[config.mk]
export PLATFORM = sky130hd
export DESIGN_NAME = systolic_array_sequencer_flat
export DESIGN_NICKNAME = d
export VERILOG_FILES = /design/src/rtl/systolic_array_sequencer_if.sv /design/src/rtl/systolic_array_sequencer.sv /design/src/flat_wrapper.sv
export SDC_FILE = /design/constraint.sdc
export NUM_CORES = 1
export LEC_CHECK = 0
export BUFFER_PORTS_ARGS = -buffer_cell sky130_fd_sc_hd__clkbuf_2
export CORE_MARGIN = 2
export CORE_UTILIZATION = 30
export DETAILED_ROUTE_END_ITERATION = 10
export GPL_TIMING_DRIVEN = 0
export PLACE_DENSITY = 0.47
export REMOVE_ABC_BUFFERS = 1
export SETUP_SLACK_MARGIN = 0.3
export SYNTH_ARGS = -nofsm -noshare
export SYNTH_HDL_FRONTEND = slang
export SYNTH_SLANG_ARGS = --single-unit
[constraint.sdc]
create_clock -name clk -period 3.9 [get_ports clk]
set_clock_uncertainty 0.2 [all_clocks]
set_input_delay 0.78 -clock clk [delete_from_list [all_inputs] [get_ports clk]]
set_output_delay 0.78 -clock clk [all_outputs]
set_load 0.02 [all_outputs]
[src/rtl/systolic_array_sequencer_if.sv]
// Host/array-side signal bundle for the systolic array tile sequencer.
// The master side drives requests and backpressure; the slave side is the sequencer.
interface systolic_array_sequencer_if #(
  parameter int ARR_SIZE = 4,
  parameter int K_W      = 16,
  parameter int CNT_W    = K_W + 2
);
  localparam int AW = $clog2(ARR_SIZE);

  logic                start;
  logic [K_W-1:0]      k_len;
  logic                hold;
  logic                abort;
  logic                busy;
  logic                done;
  logic                err;
  logic                array_mode;
  logic                array_en;
  logic                ld_en;
  logic [AW-1:0]       ld_addr;
  logic [ARR_SIZE-1:0] feed_mask;
  logic [ARR_SIZE-1:0] out_mask;
  logic [CNT_W-1:0]    step;

  modport master (
    output start, k_len, hold, abort,
    input  busy, done, err, array_mode, array_en, ld_en, ld_addr,
           feed_mask, out_mask, step
  );

  modport slave (
    input  start, k_len, hold, abort,
    output busy, done, err, array_mode, array_en, ld_en, ld_addr,
           feed_mask, out_mask, step
  );
endinterface

[src/rtl/systolic_array_sequencer.sv]
// Tile sequencer: weight preload (LOAD), skewed activation streaming (COMPUTE), DONE pulse.
// Outputs decode registered state only; hold gates the enables and masks combinationally.
module systolic_array_sequencer #(
  parameter int ARR_SIZE = 4,
  parameter int K_W      = 16,
  parameter int CNT_W    = K_W + 2
) (
  input  logic                     clk,
  input  logic                     rst,
  systolic_array_sequencer_if.slave bus
);
  localparam int AW = $clog2(ARR_SIZE);

  typedef enum logic [1:0] {S_IDLE, S_LOAD, S_COMPUTE, S_DONE} state_t;

  state_t              r_state, w_state_nxt;
  logic [CNT_W-1:0]    r_cnt, w_cnt_nxt;
  logic [CNT_W-1:0]    r_klen, w_klen_nxt;
  logic [CNT_W-1:0]    w_last;
  logic                r_err, w_err_nxt;
  logic                w_run;
  logic [ARR_SIZE-1:0] w_feed, w_out;

  assign w_run  = ~bus.hold;
  assign w_last = r_klen + CNT_W'(2 * ARR_SIZE - 2);

  always_ff @(posedge clk) begin
    if (rst) begin
      r_state <= S_IDLE;
      r_cnt   <= '0;
      r_klen  <= '0;
      r_err   <= 1'b0;
    end else begin
      r_state <= w_state_nxt;
      r_cnt   <= w_cnt_nxt;
      r_klen  <= w_klen_nxt;
      r_err   <= w_err_nxt;
    end
  end

  always_comb begin
    w_state_nxt = r_state;
    w_cnt_nxt   = r_cnt;
    w_klen_nxt  = r_klen;
    w_err_nxt   = 1'b0;
    // abort also swallows a simultaneous start in IDLE (no err either)
    if (bus.abort) begin
      w_state_nxt = S_IDLE;
      w_cnt_nxt   = '0;
    end else begin
      case (r_state)
        S_IDLE: begin
          if (bus.start) begin
            if (bus.k_len != '0) begin
              w_klen_nxt  = CNT_W'(bus.k_len);
              w_cnt_nxt   = '0;
              w_state_nxt = S_LOAD;
            end else begin
              w_err_nxt = 1'b1;
            end
          end
        end
        S_LOAD: begin
          if (w_run) begin
            if (r_cnt == CNT_W'(ARR_SIZE - 1)) begin
              w_cnt_nxt   = '0;
              w_state_nxt = S_COMPUTE;
            end else begin
              w_cnt_nxt = r_cnt + 1'b1;
            end
          end
        end
        S_COMPUTE: begin
          if (w_run) begin
            if (r_cnt == w_last) begin
              w_cnt_nxt   = '0;
              w_state_nxt = S_DONE;
            end else begin
              w_cnt_nxt = r_cnt + 1'b1;
            end
          end
        end
        default: w_state_nxt = S_IDLE;
      endcase
    end
  end

  // Row r consumes at t in [r, r+k); column c emits at t in [ARR_SIZE+c, ARR_SIZE+c+k).
  always_comb begin
    w_feed = '0;
    w_out  = '0;
    for (int unsigned r = 0; r < ARR_SIZE; r++) begin
      w_feed[r] = (r_cnt >= CNT_W'(r)) && (r_cnt < CNT_W'(r) + r_klen);
      w_out[r]  = (r_cnt >= CNT_W'(ARR_SIZE + r)) &&
                  (r_cnt < CNT_W'(ARR_SIZE + r) + r_klen);
    end
  end

  always_comb begin
    bus.busy       = 1'b0;
    bus.done       = 1'b0;
    bus.err        = r_err;
    bus.array_mode = 1'b0;
    bus.array_en   = 1'b0;
    bus.ld_en      = 1'b0;
    bus.ld_addr    = '0;
    bus.feed_mask  = '0;
    bus.out_mask   = '0;
    bus.step       = '0;
    case (r_state)
      S_LOAD: begin
        bus.busy       = 1'b1;
        bus.array_mode = 1'b1;
        bus.array_en   = w_run;
        bus.ld_en      = w_run;
        bus.ld_addr    = r_cnt[AW-1:0];
      end
      S_COMPUTE: begin
        bus.busy      = 1'b1;
        bus.array_en  = w_run;
        bus.step      = r_cnt;
        bus.feed_mask = w_run ? w_feed : '0;
        bus.out_mask  = w_run ? w_out : '0;
      end
      S_DONE: begin
        bus.busy = 1'b1;
        bus.done = 1'b1;
      end
      default: ;
    endcase
  end
endmodule

[src/flat_wrapper.sv]
// flat-port wrapper written by rule: the top's interface ports become plain ports
module systolic_array_sequencer_flat 
#(
  parameter int ARR_SIZE = 4,
  parameter int K_W      = 16,
  parameter int CNT_W    = K_W + 2
)
  (clk, rst, bus_start, bus_k_len, bus_hold, bus_abort, bus_busy, bus_done, bus_err, bus_array_mode, bus_array_en, bus_ld_en, bus_ld_addr, bus_feed_mask, bus_out_mask, bus_step);
  systolic_array_sequencer_if #(.ARR_SIZE(ARR_SIZE), .K_W(K_W), .CNT_W(CNT_W)) bus_i ();
  input  logic clk;
  input  logic rst;
  input wire logic [$bits(bus_i.start)-1:0] bus_start;
  input wire logic [$bits(bus_i.k_len)-1:0] bus_k_len;
  input wire logic [$bits(bus_i.hold)-1:0] bus_hold;
  input wire logic [$bits(bus_i.abort)-1:0] bus_abort;
  output wire logic [$bits(bus_i.busy)-1:0] bus_busy;
  output wire logic [$bits(bus_i.done)-1:0] bus_done;
  output wire logic [$bits(bus_i.err)-1:0] bus_err;
  output wire logic [$bits(bus_i.array_mode)-1:0] bus_array_mode;
  output wire logic [$bits(bus_i.array_en)-1:0] bus_array_en;
  output wire logic [$bits(bus_i.ld_en)-1:0] bus_ld_en;
  output wire logic [$bits(bus_i.ld_addr)-1:0] bus_ld_addr;
  output wire logic [$bits(bus_i.feed_mask)-1:0] bus_feed_mask;
  output wire logic [$bits(bus_i.out_mask)-1:0] bus_out_mask;
  output wire logic [$bits(bus_i.step)-1:0] bus_step;
  assign bus_i.start = bus_start;
  assign bus_i.k_len = bus_k_len;
  assign bus_i.hold = bus_hold;
  assign bus_i.abort = bus_abort;
  assign bus_busy = bus_i.busy;
  assign bus_done = bus_i.done;
  assign bus_err = bus_i.err;
  assign bus_array_mode = bus_i.array_mode;
  assign bus_array_en = bus_i.array_en;
  assign bus_ld_en = bus_i.ld_en;
  assign bus_ld_addr = bus_i.ld_addr;
  assign bus_feed_mask = bus_i.feed_mask;
  assign bus_out_mask = bus_i.out_mask;
  assign bus_step = bus_i.step;
  systolic_array_sequencer #(.ARR_SIZE(ARR_SIZE), .K_W(K_W), .CNT_W(CNT_W)) u_core (.clk(clk), .rst(rst), .bus(bus_i));
endmodule
* Yosys cells after proc, flatten, opt, wreduce, memory -nomap -nowiden
Cells that the tools add are included.
** Storage, ports and cells
- Bits in registers :: 37
- Bits of input ports :: 21
- Logic and storage cells :: 87
** Operators by class
- Add/subtract/negate cells :: 8
- Magnitude comparators :: 16
- Equal/unequal tests :: 11
- Muxes and demuxes :: 26
- Bitwise gates (word level) :: 4
- Reduce and logical (&&, ||, !) cells :: 18
** Operator list (number)
- 18-bit < comparator :: 7
- 18-bit two-way mux :: 7
- 18-bit by 3-bit greater-or-equal comparator with 1-bit output (second input constant) :: 4
- 18-bit one-hot mux with 3 select lines :: 1
- 3-bit by 16-bit adder with 17-bit output (first input constant) :: 3
- 18-bit by 1-bit greater-or-equal comparator with 1-bit output (second input constant) :: 2
- 18-bit by 2-bit greater-or-equal comparator with 1-bit output (second input constant) :: 2
- 2-bit by 16-bit adder with 17-bit output (first input constant) :: 2
- 18-bit by 1-bit adder with 18-bit output (second input constant) :: 1
- 18-bit == test :: 1
- 18-bit by 2-bit == test with 1-bit output (second input constant) :: 1
- 18-bit by 16-bit < comparator with 1-bit output :: 1
- 1-bit by 16-bit adder with 17-bit output (first input constant) :: 1
- 16-bit by 3-bit adder with 17-bit output (second input constant) :: 1
- 4-bit two-way mux :: 4
- 16-bit nonzero test :: 1
- 2-bit two-way mux :: 7
- 1-bit logical AND :: 8
- 1-bit two-way mux :: 6
- 2-bit by 1-bit != test with 1-bit output (second input constant) :: 3
- 2-bit != test (second input constant) :: 3
- 2-bit one-hot mux with 3 select lines :: 1
- 6-bit AND reduction :: 1
- 5-bit AND reduction :: 1
- other kinds (9) :: 14

* Logic depth before layout (Yosys ltp)
- Depth after elaboration :: 5
- Gate-level depth with buffers :: 16
- Mapped depth without buffers :: 14

* Worst setup path after synthesis
Ideal clock, no wire load.
- Path type :: reg-to-output
- Start :: register u_core.r_klen[1]
- End :: output port bus_out_mask[3]
- Arrival time :: 3077 ps
- Data required time :: 2920 ps
- Path slack :: -157 ps
- Stages on the path, launching flop included :: 16
- Cell sequence :: dfxtp_1 -> clkbuf_1 -> inv_1 -> ha_1 -> clkbuf_1 -> inv_1 -> a21oi_1 -> or2_2 -> nor2_1 -> nand2_1 -> xnor2_1 -> ha_1 -> a21o_1 -> a21oi_1 -> o211ai_1 -> a31oi_1
** On the way
- Longest elaborated chain between the ends :: 5
** Ends and longest elaborated chain
- start, declared :: RTL line systolic_array_sequencer.sv:18 : logic [CNT_W-1:0] r_klen, w_klen_nxt;
- start signal, assigned :: RTL line systolic_array_sequencer.sv:36 : r_klen <= w_klen_nxt;
- 3-bit by 16-bit adder with 17-bit output :: RTL line systolic_array_sequencer.sv:95 : (r_cnt < CNT_W'(ARR_SIZE + r) + r_klen);
- 18-bit < comparator :: RTL line systolic_array_sequencer.sv:95
- 1-bit logical AND :: RTL line systolic_array_sequencer.sv:94 : w_out[r] = (r_cnt >= CNT_W'(ARR_SIZE + r)) &&
- 4-bit two-way mux :: RTL line systolic_array_sequencer.sv:123 : bus.out_mask = w_run ? w_out : '0;
- 4-bit two-way mux :: RTL line systolic_array_sequencer.sv:110 : case (r_state)
- end, declared :: RTL line flat_wrapper.sv:24 : output wire logic [$bits(bus_i.out_mask)-1:0] bus_out_mask;
No other way between the ends.

* Worst setup path after layout
- Start :: register u_core.r_klen[1]
- End :: output port bus_feed_mask[3]
** On the way
- Longest elaborated chain between the ends :: 5
** Ends and longest elaborated chain
- 2-bit by 16-bit adder with 17-bit output :: RTL line systolic_array_sequencer.sv:93 : w_feed[r] = (r_cnt >= CNT_W'(r)) && (r_cnt < CNT_W'(r) + r_klen);
- 18-bit < comparator :: RTL line systolic_array_sequencer.sv:93
- 1-bit logical AND :: RTL line systolic_array_sequencer.sv:93
- 4-bit two-way mux :: RTL line systolic_array_sequencer.sv:122 : bus.feed_mask = w_run ? w_feed : '0;
- 4-bit two-way mux :: RTL line systolic_array_sequencer.sv:110
- end, declared :: RTL line flat_wrapper.sv:23 : output wire logic [$bits(bus_i.feed_mask)-1:0] bus_feed_mask;
No other way between the ends.

==> results.py <==
metrics = {
    "clocking": {
        "cts_sinks": 37,
        "cts_made_buffers": 5,
        "clk_path_buf_depth": 2,
        "clk_latency_ns": 0.29,
        "clk_pin_slew_worst_paths_ns": 0.06,
        "cts_hold_buf": 0,
        "cts-root-buf": "clkbuf_16",
        "htreeDepth": 2,
        "cts_tree": "done",
    },
    "die": {
        "die_w_um": 148,
        "start_util_pct": 30.7,
        "core_mm2": 0.0203,
        "io_pins": 55,
        "num_rows": 52,
        "dieHeight_um": 148,
        "die_area_mm2": 0.0220,
    },
    "yosys": {
        "synth_warnings": 0,
        "synth_edf_count": 0,
        "synthCells": 795,
        "synth_area_mm2": 0.00624,
        "yosysSeqAreaShare_pct": 11.9,
        "synth_area_leader_cell": "ha_1",
        "yosysTopAreaCellShare_pct": 28.7,
        "postSynthAreaPerCell_um2": 7.85,
        "synth_commonest_cells": "ha_1 (143), xnor2_1 (101), nor2_1 (90)",
        "yosys-top-cells-area": "ha_1 (29%), xnor2_1 (14%), dfxtp_1 (12%)",
        "ys_ff_latch": 37,
        "synth-async-reset-ratio_pct": 0,
        "synth_flop_cell": "dfxtp_1",
        "post-synth-top-count-cell": "ha_1",
        "synth.distinct_cells": 56,
    },
    "power": {
        "clockPowerShare_pct": 37.4,
        "power.density_mw_per_mm2": 162,
        "p_int_uw": 882,
        "power.leakage_nw": 3.40,
        "pwr-share-seq_pct": 31.7,
        "pwr-share-comb_pct": 31.0,
        "p_sw_share_pct": 32.4,
        "peakVddDrop_uv": 159,
        "power_switching_uw": 423,
        "finalPower_mw": 1.30,
    },
    "setup_path": {
        "worstSetupPathType": "reg2out",
        "critPathLaunchType": "register",
        "timing.rr.start": "u_core.r_klen[2]$_SDFFE_PP0P_",
        "reg2reg_to": "u_core.r_cnt[15]$_SDFFE_PP0P_",
        "crit_start": "u_core.r_klen[1]$_SDFFE_PP0P_",
        "ff2ff_path_depth": 14,
        "critPathCaptureType": "primary output",
        "critical_path_required_ns": 2.92,
        "crit_path_end": "bus_feed_mask[3]",
        "arrival_ns": 3.07,
        "crit_fanout": 5,
        "r2r_slack_ns": 0.42,
    },
    "sta": {
        "timing.final.crit_share_pct": 104,
        "fmax_ghz": 0.247,
        "setup_ws_ns": -0.148,
        "slew_viol_final": 0,
        "maxSlewHeadroom_pct": 45.7,
        "post-route-min-period_ns": 4.05,
        "rsz0062_at_grt": "yes",
        "finalHoldViolCount": 0,
        "finalSetupViolations": 7,
        "worst_slew_pin_slew_ns": 0.813,
    },
    "final_layout": {
        "drive_above_1_share_pct": 27.4,
        "syn_to_final_growth_pct": 29.4,
        "fin_area_mm2": 0.00807,
        "antenna_cells": 0,
        "layout.nets": 1053,
    },
    "global_routing": {
        "grt_overflow": 0,
        "grt_usage_pct": 20.5,
        "globalRouteMet2Util_pct": 34.0,
        "use_met3_pct": 1.17,
        "grt_max_degree": 21,
        "antenna_found_initial": 0,
        "grt_util_met1_pct": 29.1,
        "grt_pass1_vias": 5943,
        "grt_pass1_wl_um": 34900,
        "grt-busiest-layer": "met2",
    },
    "place": {
        "dpl.hpwl_um": 16400,
        "portBuffers": 54,
        "routabilityCongestion": 0.837,
        "placed_area_mm2": 0.00675,
    },
    "min_path": {
        "hp-class": "reg2reg",
    },
    "outcome": {
        "violations": "negative setup slack",
        "outcome": "finished with violations",
    },
    "route": {
        "vias": 6022,
        "drtPass1Iterations": 4,
        "antenna_left": 0,
        "drt_wl_total_um": 22300,
        "drt_iter0_drc": 278,
        "via_per_inst": 5.19,
        "wl_per_cell_um": 19.2,
        "route.detailed.drc": 0,
    },
    "run": {
        "drv_cap": 0,
    },
}
[metrics by stage]
step                      hold WS [ns]  TNS [ns]  std cells  utilization (%)  worst slack, ns
after floorplan                  0.331   -0.0912        767                -          -0.0912
after global placement           0.361    -14.70       1091             33.1            -1.03
after detailed placement         0.372    -14.25       1092             33.2           -0.995
after CTS                        0.381    -0.791       1145             38.4           -0.137
after global routing             0.396     -1.46       1160             39.8           -0.248
final                            0.367    -0.625       1160             39.8           -0.148
[state kept, by name, summed over array words and instances (netlist names)]
signal,count
u_core.bus.err,1
u_core.r_cnt,18
u_core.r_klen,16
u_core.r_state,2
[power groups by stage]
| stage | clock [mW] | combinational (mW) | sequential [mW] |
|---|---|---|---|
| after floorplan | 0 | 0.218 | 0.419 |
| after global placement | 0 | 0.303 | 0.435 |
| after detailed placement | 0 | 0.307 | 0.435 |
| after CTS | 0.501 | 0.382 | 0.414 |
| after global routing | 0.518 | 0.444 | 0.415 |
| final | 0.488 | 0.404 | 0.413 |
[critical path, cell delays in order (launching register included)]
cell and delay, ns:
dfxtp_4 0.41, clkinvlp_4 0.20, ha_2 0.25, a21oi_4 0.15
nor2_4 0.09, nand2_2 0.13, xnor2_1 0.13, ha_1 0.26
a21o_1 0.17, a21oi_2 0.18, or3b_4 0.44, a41oi_4 0.18
clkbuf_8 0.19
[cell families (layout without fill, tap and decap cells)]
kind of cell	Yosys count	in the layout	synth area share, %
and+or+nand+nor	286	286	22.5
adders and majority gates	143	143	28.7
AOI/OAI and AO/OA	140	140	15.0
xor gates and xnor gates	104	104	14.6
buffers and inverters	66	161	4.21
DFF	37	37	11.9
muxes	19	19	3.05
[cell type report]
cell class | count | area (µm²)
flip-flops and latches | 37 | 795
repair buffers | 115 | 808
clock inverters | 2 | 37.5
clock buffers | 6 | 139
inverters | 38 | 175
fillers | 2157 | 12200
multi-input cells | 692 | 5780
well taps | 270 | 338
[worst min path at each step]
stage / endpoint / cells past startpoint / from / slack [ns]
after floorplan: u_core.r_state[1]$_SDFFE_PP0P_ / 2 / u_core.r_state[1]$_SDFFE_PP0P_ / 0.33
after global placement: u_core.r_state[1]$_SDFFE_PP0P_ / 2 / u_core.r_state[1]$_SDFFE_PP0P_ / 0.36
after detailed placement: u_core.r_state[0]$_SDFFE_PP0P_ / 2 / u_core.r_state[0]$_SDFFE_PP0P_ / 0.37
after CTS: u_core.r_state[0]$_SDFFE_PP0P_ / 2 / u_core.r_state[0]$_SDFFE_PP0P_ / 0.38
after global routing: u_core.r_klen[8]$_SDFFE_PP0P_ / 2 / u_core.r_klen[8]$_SDFFE_PP0P_ / 0.40
final: u_core.r_klen[8]$_SDFFE_PP0P_ / 2 / u_core.r_klen[8]$_SDFFE_PP0P_ / 0.37
[repair_timing]
| action | CTS | global route |
|---|---|---|
| gates resized for setup | 143 | 45 |
| setup endpoints to repair | 28 | 10 |
| endpoints found under the hold margin | 0 | 0 |
| setup buffers | 45 | 15 |
| pin swaps | 31 | 20 |
[routing by layer]
metal  routed length [µm]  vias up
met5                    0        -
met4                  470        0
met3                  671       25
met2                10300      123
met1                10800     2840
li1                     -     3034
[placed cells by master, fill, tap and decap left out, types with 11 or more instances in the layout]
cell | netlist | layout
and2_1 | 19 | 18
ha_1 | 143 | 133
a21oi_1 | 36 | 21
a21oi_2 | 0 | 11
xnor2_1 | 101 | 98
nand4_1 | 21 | 21
nor3_1 | 23 | 15
clkbuf_2 | 0 | 46
mux2i_1 | 19 | 19
buf_4 | 1 | 59
o21ai_0 | 25 | 21
dfxtp_1 | 37 | 18
dfxtp_4 | 0 | 12
nand2_1 | 57 | 52
nand3_1 | 21 | 16
inv_1 | 27 | 23
nor2_1 | 90 | 74
a21o_1 | 32 | 32
(Power assumes the default switching activity.)
